### config.mk
export PLATFORM = sky130hd
export DESIGN_NAME = ram_16x8
export DESIGN_NICKNAME = d
export VERILOG_FILES = /design/src/rtl/ram_pkg.sv /design/src/rtl/btn_debounce.sv /design/src/rtl/ram_16x8.sv
export SDC_FILE = /design/constraint.sdc
export NUM_CORES = 1
export LEC_CHECK = 0
export BUFFER_PORTS_ARGS = -buffer_cell sky130_fd_sc_hd__buf_2
export CAP_MARGIN = 5
export CORE_ASPECT_RATIO = 1.4
export CORE_MARGIN = 4
export CORE_UTILIZATION = 40
export DETAILED_ROUTE_END_ITERATION = 7
export MAX_ROUTING_LAYER = met4
export PLACE_DENSITY_LB_ADDON = 0.05
export SLEW_MARGIN = 40
export SYNTH_ARGS = -nofsm -noshare
export SYNTH_HDL_FRONTEND = slang
export SYNTH_SLANG_ARGS = --single-unit
### constraint.sdc
create_clock -name clk -period 2.05 [get_ports clk]
set_input_delay 0.3075 -clock clk [delete_from_list [all_inputs] [get_ports clk]]
set_output_delay 0.3075 -clock clk [all_outputs]
set_load 0.01 [all_outputs]
### src/rtl/ram_pkg.sv
`default_nettype none
// ============================================================================
// Module      : ram_pkg
// Description : Shared defaults and FSM state encoding for ram_16x8.
// Revision    : 1.0 - initial release
// ============================================================================
package ram_pkg;

    localparam int RAM_DATA_W = 8;
    localparam int RAM_ADDR_W = 4;
    localparam int RAM_DB_CYC = 16;

    typedef enum logic [2:0] {
        ST_IDLE    = 3'd0,
        ST_STABLE  = 3'd1,
        ST_WRITE   = 3'd2,
        ST_RELEASE = 3'd3,
        ST_CLEAR   = 3'd4
    } state_t;

endpackage
`default_nettype wire

### src/rtl/btn_debounce.sv
`default_nettype none
// ============================================================================
// Module      : btn_debounce
// Description : Two-flop synchroniser for the raw write button plus the
//               stable-count counter steered by the ram_16x8 FSM.
// Revision    : 1.0 - initial release
// ============================================================================
module btn_debounce
    import ram_pkg::*;
#(
    parameter int DB_CYC = RAM_DB_CYC,
    parameter int CNT_W  = $clog2(DB_CYC + 1)
) (
    input  logic             clk,
    input  logic             clr,
    input  logic             btn_raw_i,
    input  logic             cnt_clr_i,
    input  logic             cnt_inc_i,
    output logic             btn_sync_o,
    output logic [CNT_W-1:0] cnt_o,
    output logic             cnt_done_o
);

    logic             meta_q;
    logic             sync_q;
    logic [CNT_W-1:0] cnt_q;
    logic [CNT_W-1:0] cnt_d;

    always_ff @(posedge clk or posedge clr) begin
        if (clr) begin
            meta_q <= 1'b0;
            sync_q <= 1'b0;
        end else begin
            meta_q <= btn_raw_i;
            sync_q <= meta_q;
        end
    end

    always_comb begin
        cnt_d = cnt_q;
        if (cnt_clr_i) begin
            cnt_d = '0;
        end else if (cnt_inc_i) begin
            cnt_d = cnt_q + CNT_W'(1);
        end
    end

    always_ff @(posedge clk or posedge clr) begin
        if (clr) begin
            cnt_q <= '0;
        end else begin
            cnt_q <= cnt_d;
        end
    end

    assign btn_sync_o = sync_q;
    assign cnt_o      = cnt_q;
    assign cnt_done_o = (cnt_q == CNT_W'(DB_CYC - 1));

endmodule
`default_nettype wire

### src/rtl/ram_16x8.sv
`default_nettype none
// ============================================================================
// Module      : ram_16x8
// Description : Program/run-mode RAM with debounced pushbutton write.
//               Optional power-on clear sequence enabled by RAM_CLEAR_EN.
// Revision    : 1.0 - initial release
// ============================================================================
module ram_16x8
    import ram_pkg::*;
#(
    parameter int DATA_W = RAM_DATA_W,
    parameter int ADDR_W = RAM_ADDR_W,
    parameter int DB_CYC = RAM_DB_CYC
) (
    input  logic              clk,
    input  logic              clr,
    input  logic              prog,
    input  logic [ADDR_W-1:0] addr,
    input  logic [DATA_W-1:0] sw,
    input  logic              wr_btn,
    input  logic [DATA_W-1:0] bus_in,
    input  logic              ram_in,
    input  logic              ram_out,
    output logic [DATA_W-1:0] bus_out,
    output logic              busy,
    output logic              conflict
);

    localparam int DEPTH = 2 ** ADDR_W;
    localparam int CNT_W = $clog2(DB_CYC + 1);

    logic [DATA_W-1:0] mem [DEPTH];

    state_t            state_q;
    state_t            state_d;
    logic              conflict_q;
    logic              btn_s;
    logic              cnt_done;
    logic [CNT_W-1:0]  cnt_unused;
    logic              cnt_clr;
    logic              cnt_inc;
    logic              fsm_we;
    logic              run_we;
    logic              in_clear;

    btn_debounce #(
        .DB_CYC (DB_CYC),
        .CNT_W  (CNT_W)
    ) u_btn_debounce (
        .clk        (clk),
        .clr        (clr),
        .btn_raw_i  (wr_btn),
        .cnt_clr_i  (cnt_clr),
        .cnt_inc_i  (cnt_inc),
        .btn_sync_o (btn_s),
        .cnt_o      (cnt_unused),
        .cnt_done_o (cnt_done)
    );

`ifdef RAM_CLEAR_EN
    logic [ADDR_W-1:0] clr_addr_q;
    logic [ADDR_W-1:0] clr_addr_d;
    logic              clear_pend_q;
    logic              clr_we;

    // Set by reset, so it is high exactly on the first edge after clr falls.
    always_ff @(posedge clk or posedge clr) begin
        if (clr) begin
            clear_pend_q <= 1'b1;
            clr_addr_q   <= '0;
        end else begin
            clear_pend_q <= 1'b0;
            clr_addr_q   <= clr_addr_d;
        end
    end

    assign in_clear = (state_q == ST_CLEAR);
    assign clr_we   = in_clear;
`else
    assign in_clear = 1'b0;
`endif

    always_comb begin
        state_d = state_q;
        cnt_clr = 1'b0;
        cnt_inc = 1'b0;
        fsm_we  = 1'b0;
`ifdef RAM_CLEAR_EN
        clr_addr_d = clr_addr_q;
`endif
        case (state_q)
            ST_IDLE: begin
`ifdef RAM_CLEAR_EN
                if (clear_pend_q) begin
                    state_d    = ST_CLEAR;
                    clr_addr_d = '0;
                end else
`endif
                if (btn_s && prog) begin
                    state_d = ST_STABLE;
                    cnt_clr = 1'b1;
                end
            end
            ST_STABLE: begin
                if (!prog || !btn_s) begin
                    state_d = ST_IDLE;
                end else if (cnt_done) begin
                    state_d = ST_WRITE;
                end else begin
                    cnt_inc = 1'b1;
                end
            end
            ST_WRITE: begin
                fsm_we  = 1'b1;
                cnt_clr = 1'b1;
                state_d = ST_RELEASE;
            end
            ST_RELEASE: begin
                // Any bounce back high restarts the release count.
                if (!prog) begin
                    state_d = ST_IDLE;
                end else if (btn_s) begin
                    cnt_clr = 1'b1;
                end else if (cnt_done) begin
                    state_d = ST_IDLE;
                end else begin
                    cnt_inc = 1'b1;
                end
            end
`ifdef RAM_CLEAR_EN
            ST_CLEAR: begin
                clr_addr_d = clr_addr_q + ADDR_W'(1);
                if (clr_addr_q == '1) begin
                    state_d = ST_IDLE;
                end
            end
`endif
            default: begin
                state_d = ST_IDLE;
            end
        endcase
    end

    always_ff @(posedge clk or posedge clr) begin
        if (clr) begin
            state_q    <= ST_IDLE;
            conflict_q <= 1'b0;
        end else begin
            state_q    <= state_d;
            conflict_q <= ram_in && ram_out && !prog;
        end
    end

    assign run_we = !prog && ram_in && !in_clear;

    // Memory has no reset so clr never disturbs stored contents.
    always_ff @(posedge clk) begin
        if (fsm_we) begin
            mem[addr] <= sw;
`ifdef RAM_CLEAR_EN
        end else if (clr_we) begin
            mem[clr_addr_q] <= '0;
`endif
        end else if (run_we) begin
            mem[addr] <= bus_in;
        end
    end

    assign bus_out  = (ram_out && !ram_in && !prog) ? mem[addr] : '0;
    assign busy     = (state_q != ST_IDLE);
    assign conflict = conflict_q;

endmodule
`default_nettype wire

==> results.txt, run 1 <==
Outcome = finished with violations
Failing checks = negative setup slack
Mean Syn Cell Area = 19.1 µm²
Power Total = 6460 µW
Critical R2R Launch = u_btn_debounce.cnt_o[0]$_DFFE_PP0P_
Setup slack after layout = -0.0598 ns
First-pass GRT wire length = 19100 µm
End of the worst hold path = conflict$_DFF_PP0_
Die Area = 16000 µm²
Hold Crit Start = ram_out
Setup Fix Bufs, Post-CTS = 0
Height of the chip = 148 µm
Final std cells w/o fill = 562
Crit-path cells = mux4_2, mux2i_2, o211ai_1, buf_2
CTS root buf = clkbuf_16
Post-synth design cell area = 5620 µm²
TritonCTS Buffers = 17
Synthesis-stage register bit count = 138
Worst path bufs/invs = 1
Max layer used = met4
Part of the Yosys area used for sequential elements = 0.728
Slew Viols, Final = 0
Required @ worst endpoint = 1.74 ns
Antenna cells = 0
Vias = 2919
Routed wl met2 = 6630 µm
Die width = 108 µm
Synth Instances = 295
Met3 wire len = 357 µm
Worst setup path category = reg2out
Initial Utilization = 0.406
Final clock skew = 0.00696 ns
Gate power share = 0.057
Final HPWL DP = 8530 µm
Critical Path End Type = primary output
H-tree depth = 4
Final min period = 2.11 ns
Initial DRC count = 161
Max Fclk = 474 MHz
I/O Buffers = 35
WL/cell = 22.1 µm
Ports = 36
CTS Buffer Depth = 2
R2R cell count = 7
Post-route ant nets = 0
GP Congestion = 0.818
Drt pass-1 iters = 7
Placed Cells = 528
Max_slew headroom = 0.517
Congestion Overflow GR = 0
Int Pwr = 5080 µW
Ys flop type = edfxtp_1
Max stage delay on crit path = 0.49 ns
FF-to-FF End = u_btn_debounce.cnt_o[2]$_DFFE_PP0P_
Sw Share = 0.213
Reg clk slew, reported paths = 0.06 ns
Register-to-register setup slack = 0.21 ns
Final period util = 1.03
Worst path slowest cell = mux4_2
Pin count of the biggest net entering global routing = 19
Routed vias/inst = 5.19
Net switching power = 1380 µW
Clk_lat worst skew = 0.41 ns
Fin nets = 392
DRC violations left = 0
Fill cells = 1174
PD cells = 944 nW/µm²
Endpoints failing hold = 0
CP delay by family, top = multiplexers
CP Launch Type = register
Max FO, Critical Path = 1
Final setup violation count = 4
Vias in the first global route = 3143
Clock network power share = 0.457
Final core occ = 0.494
CTS tree = built
Synth Net Count = 323
Worst-Margin Slew = 0.721 ns
Routed wire length = 12400 µm
Flop pwr share = 0.486
Area Overhead vs Synth = 21.7%
M1 WL = 5210 µm
RSZ-0062 raised after global routing = yes
Clock sinks = 138
Tot GR Track Use = 0.174
Leakage = 0.00237 µW
Ys async rst share = 0.0725
Cells on Worst Hold Path = 2
Ys Warns = 0
Max-Cap Viols = 0
Data arrival, critical path = 1.80 ns
Setup TNS = -0.148 ns
Number of flops mapped to enable cells by yosys = 128
Layout cells sized above 1 = 0.382
Yosys cell types = 37
# rows = 51
Max VDD drop = 0.557 mV
Initial antenna violation count = 0
HP Class = in2reg
Core ar. = 13800 µm²
==> through the flow <==
step | setup WS [ns] | area (µm²) | hold WS, ns
global placement | 0.0239 | 6200 | 0.319
detailed placement | 0.00480 | 6200 | 0.321
global route | -0.112 | 6840 | 0.121
CTS | -0.0832 | 6840 | 0.107
finish | -0.0598 | 6840 | 0.131
floorplan | -0.0000828 | 5620 | 0.148
==> Yosys cell counts, types with 3 or more instances <==
library cell	count	area (µm²)
dfrtp_1	10	250
mux2i_1	11	110
nor2b_1	6	37.5
nand3_1	18	90.1
nor3_1	4	20.0
buf_4	3	22.5
nand2b_1	3	18.8
o211ai_1	11	82.6
nand2_1	4	15.0
edfxtp_1	128	3840
buf_2	5	25.0
buf_1	3	11.3
inv_1	8	30.0
nor2_1	13	48.8
mux4_2	30	676
clkbuf_1	3	11.3
mux2_2	9	101
==> state kept, by name (all words and copies together) (netlist names) <==
name / cells
u_btn_debounce.btn_sync_o: 1
u_btn_debounce.meta_q: 1
state_q: 2
conflict: 1
mem: 128
u_btn_debounce.cnt_o: 5
==> layer usage <==
metal / vias up / global-route usage
met4: 0 / 0.0606
met3: 15 / 0.0373
met2: 56 / 0.286
li1: 1342 / -
met5: - / -
met1: 1506 / 0.214
==> worst max path at each step <==
stage	startpoint	endpoint	slack, ns	depth (start not counted)
2_1_floorplan	addr[1]	mem[2][0]$_DFFE_PP_	-0.00008	4
6_report	mem[2][2]$_DFFE_PP_	bus_out[2]	-0.06	4
5_1_grt	mem[10][2]$_DFFE_PP_	bus_out[2]	-0.11	4
3_5_place_dp	addr[1]	bus_out[7]	0.005	6
3_3_place_gp	addr[0]	bus_out[2]	0.02	7
4_1_cts	mem[11][3]$_DFFE_PP_	bus_out[3]	-0.08	4
==> cell usage in the layout (no fill, tap or decap), types with 2 or more instances in the layout <==
cell,Yosys,routed
buf_12,0,3
xor2_1,2,2
buf_4,3,26
inv_1,8,8
edfxtp_1,128,128
clkinv_2,0,2
nor2_1,13,13
buf_2,5,35
inv_6,0,2
clkinvlp_4,0,2
mux2i_1,11,7
dfrtp_1,10,10
o211ai_1,11,11
nor2b_1,6,6
and2_1,2,2
dlygate4sd3_1,0,2
ha_1,2,2
o2bb2ai_1,2,2
a21boi_0,2,2
clkbuf_8,0,3
nand3_1,18,17
mux2i_2,0,3
clkinv_4,0,4
nor3_1,4,4
mux4_2,30,30
nand2b_1,3,3
mux2_2,9,9
nand2_1,4,4
clkbuf_16,0,19
==> power by group through the flow <==
stage / registers [µW] / clock network, µW / logic, µW
floorplan: 3190 / 0 / 220
global placement: 3200 / 0 / 362
detailed placement: 3200 / 0 / 368
CTS: 3140 / 3020 / 380
global route: 3140 / 3160 / 403
finish: 3140 / 2950 / 366
==> cell type report <==
class / count / area, µm² / area share
repair buffers: 66 / 450 / 0.0658
multi-input cells: 133 / 1440 / 0.211
well taps: 185 / 231 / 0.0338
clock inverters: 10 / 77.6 / 0.0113
inverters: 8 / 30.0 / 0.00439
flip-flops and latches: 138 / 4090 / 0.599
clock buffers: 22 / 517 / 0.0755
==> kinds of logic (layout without fill, tap and decap cells) <==
| family | Yosys count | in the layout | share of synthesized area |
|---|---|---|---|
| DFF | 138 | 138 | 0.728 |
| and+or+nand+nor | 55 | 55 | 0.0507 |
| muxes | 50 | 50 | 0.158 |
| AOI/OAI and AO/OA | 24 | 24 | 0.0340 |
| buffers and inverters | 24 | 106 | 0.0218 |
| adders and majority gates | 2 | 2 | 0.00445 |
| xor gates and xnor gates | 2 | 2 | 0.00312 |
==> worst reg2reg max path: stages (launching register included) <==
cell      delay, ns
dfrtp_1        0.41
ha_1           0.24
and3_1         0.17
ha_1           0.22
a21boi_0       0.19
o221ai_1       0.22
inv_1          0.17
a31oi_1        0.10
==> what timing repair did <==
item                                    CTS  global route
endpoints found under the hold margin    11             0
resized for setup                         5             1
endpoints found under the setup margin    6             8
hold buffers                              2             0
(Power assumes the default switching activity.)
==> inputs of run 2 (changes only) <==
--- a/config.mk
+++ b/config.mk
@@ -7,6 +7,8 @@
 export LEC_CHECK = 0
 export BUFFER_PORTS_ARGS = -buffer_cell sky130_fd_sc_hd__buf_2
 export CAP_MARGIN = 5
+export CELL_PAD_IN_SITES_DETAIL_PLACEMENT = 0
+export CELL_PAD_IN_SITES_GLOBAL_PLACEMENT = 2
 export CORE_ASPECT_RATIO = 1.4
 export CORE_MARGIN = 4
 export CORE_UTILIZATION = 40
==> run 2 against run 1 <==
The flow still finishes with violations (negative setup slack). First-iteration DRC count is 37% lower. Sequential power barely moved. Flip-flop and latch count unchanged. Hold slack gained 0.0082 ns.
==> results.txt, run 2 (synthesis results as in run 1) <==
Max-Cap Viols = 0 (unchanged)
WL/cell = 21.2 µm (was 22.1 µm)
Height of the chip = 148 µm (unchanged)
Area Overhead vs Synth = 24.1% (was 21.7%)
PD cells = 928 nW/µm² (was 944 nW/µm²)
Layout cells sized above 1 = 0.402 (was 0.382)
Die Area = 16000 µm² (unchanged)
Final HPWL DP = 8770 µm (was 8530 µm)
Vias = 2964 (was 2919)
# rows = 51 (unchanged)
Clock sinks = 138 (unchanged)
Post-route ant nets = 0 (unchanged)
Drt pass-1 iters = 4 (was 7)
TritonCTS Buffers = 17 (unchanged)
CTS root buf = clkbuf_16 (unchanged)
H-tree depth = 4 (unchanged)
Ports = 36 (unchanged)
Final instance area = 6980 µm² (was 6840 µm²)
Outcome = finished with violations (unchanged)
Final clock skew = 0.00933 ns (was 0.00696 ns)
RSZ-0062 raised after global routing = yes (unchanged)
Vias in the first global route = 3173 (was 3143)
I/O Buffers = 35 (unchanged)
Slew Viols, Final = 0 (unchanged)
CTS tree = built (unchanged)
Endpoints failing hold = 0 (unchanged)
Leakage = 0.00247 µW (was 0.00237 µW)
Met3 usage = 0.0482 (was 0.0373)
First-pass GRT wire length = 19100 µm (unchanged)
Placed Cells = 544 (was 528)
HP Class = in2reg (unchanged)
Initial antenna violation count = 0 (unchanged)
Required @ worst endpoint = 1.74 ns (about the same)
Data arrival, critical path = 1.78 ns (was 1.80 ns)
Tot GR Track Use = 0.173 (was 0.174)
Antenna cells = 0 (unchanged)
M2 GR Usage = 0.272 (was 0.286)
Congestion Overflow GR = 0 (unchanged)
Max VDD drop = 0.498 mV (was 0.557 mV)
Most frequent cells in the layout = edfxtp_1 (128), buf_4 (39), buf_2 (35) (was edfxtp_1 (128), buf_2 (35), mux4_2 (30))
Setup slack after layout = -0.0395 ns (was -0.0598 ns)
Routed vias/inst = 5.13 (was 5.19)
Most common cell after layout, fill and taps aside = edfxtp_1 (unchanged)
Failing checks = negative setup slack (unchanged)
Worst setup path category = reg2out (unchanged)
Cell Area, Placed = 6350 µm² (was 6200 µm²)
CP Launch Type = register (unchanged)
Final min period = 2.09 ns (was 2.11 ns)
Pin count of the biggest net entering global routing = 28 (was 19)
Reg clk slew, reported paths = 0.06 ns (about the same)
Max FO, Critical Path = 1 (unchanged)
Worst-Margin Slew = 0.608 ns (was 0.721 ns)
Final period util = 1.02 (was 1.03)
Grt met1 use = 0.221 (was 0.214)
GP Congestion = 0.788 (was 0.818)
Critical Path End Type = primary output (unchanged)
Max_slew headroom = 0.594 (was 0.517)
Final std cells w/o fill = 578 (was 562)
Largest reg by FF count = mem (unchanged)
DRC violations left = 0 (unchanged)
Max Fclk = 479 MHz (was 474 MHz)
Initial DRC count = 102 (was 161)
Final setup violation count = 4 (unchanged)
Core ar. = 13800 µm² (unchanged)
Routed wire length = 12300 µm (was 12400 µm)
Clk_lat worst skew = 0.42 ns (was 0.41 ns)
Fin nets = 408 (was 392)
Setup TNS = -0.121 ns (was -0.148 ns)
Initial Utilization = 0.406 (unchanged)
Die width = 108 µm (unchanged)
Fill cells = 1192 (was 1174)
CTS Buffer Depth = 2 (unchanged)
Gr busiest metal = met2 (unchanged)
Setup Fix Bufs, Post-CTS = 0 (unchanged)
Max reg flops = 128 (unchanged)
run 2: area by class of cell:
type                       count  area (µm²)  area share
sequential                   138        4090       0.587
timing repair buffer          82         608      0.0871
tap                          185         231      0.0332
multi-input combinational    133        1440       0.206
clock buffer                  18         429      0.0615
inverter                       8        30.0     0.00430
clock inverter                14         146      0.0210
run 2: metrics by stage:
step	utilization	setup slack [ns]	hold WS, ns	power [µW]
floorplan	-	-0.0000828	0.148	3410
global placement	0.459	-0.0504	0.309	3570
detailed placement	0.459	-0.0148	0.316	3580
CTS	0.504	-0.0874	0.123	6560
global route	0.504	-0.128	0.144	6710
finish	0.504	-0.0395	0.139	6480
run 2: worst max-delay path: stages, from the launching register on:
cell and delay, ns:
edfxtp_1 0.36, mux4_2 0.53, mux2i_4 0.18, o211ai_1 0.13, buf_2 0.16
run 2: worst paths after layout:
| kind | startpoint | to | slack (ns) | cells past startpoint |
|---|---|---|---|---|
| max | mem[3][5]$_DFFE_PP_ | bus_out[5] | -0.04 | 4 |
| min | ram_out | conflict$_DFF_PP0_ | 0.14 | 2 |
| max reg2reg | state_q[1]$_DFFE_PP0P_ | mem[3][1]$_DFFE_PP_ | 0.23 | 4 |
| min reg2reg | u_btn_debounce.meta_q$_DFF_PP0_ | u_btn_debounce.btn_sync_o$_DFF_PP0_ | 0.35 | 0 |
| max in group asynchronous | clr | state_q[0]$_DFFE_PP0P_ | 1.35 | 3 |
| min in group asynchronous | clr | conflict$_DFF_PP0_ | 0.42 | 3 |
run 2: layer usage:
layer / part of all wire / vias up / routed length, µm
met5: 0 / - / 0
met4: 0.011 / 0 / 131
met3: 0.039 / 13 / 472
met2: 0.52 / 67 / 6320
met1: 0.43 / 1513 / 5330
li1: - / 1371 / -
run 2: timing repair:
item                                    in CTS  in global routing
hold buffers                                 2                  0
endpoints found under the setup margin       6                 11
hold endpoints to repair                    11                  0
gates resized for setup                      5                  1
run 2: power by group:
group | switching [µW] | internal (µW)
Sequential | 11.5 | 3130
Combinational | 212 | 165
Clock | 1170 | 1790
Total | 1390 | 5090
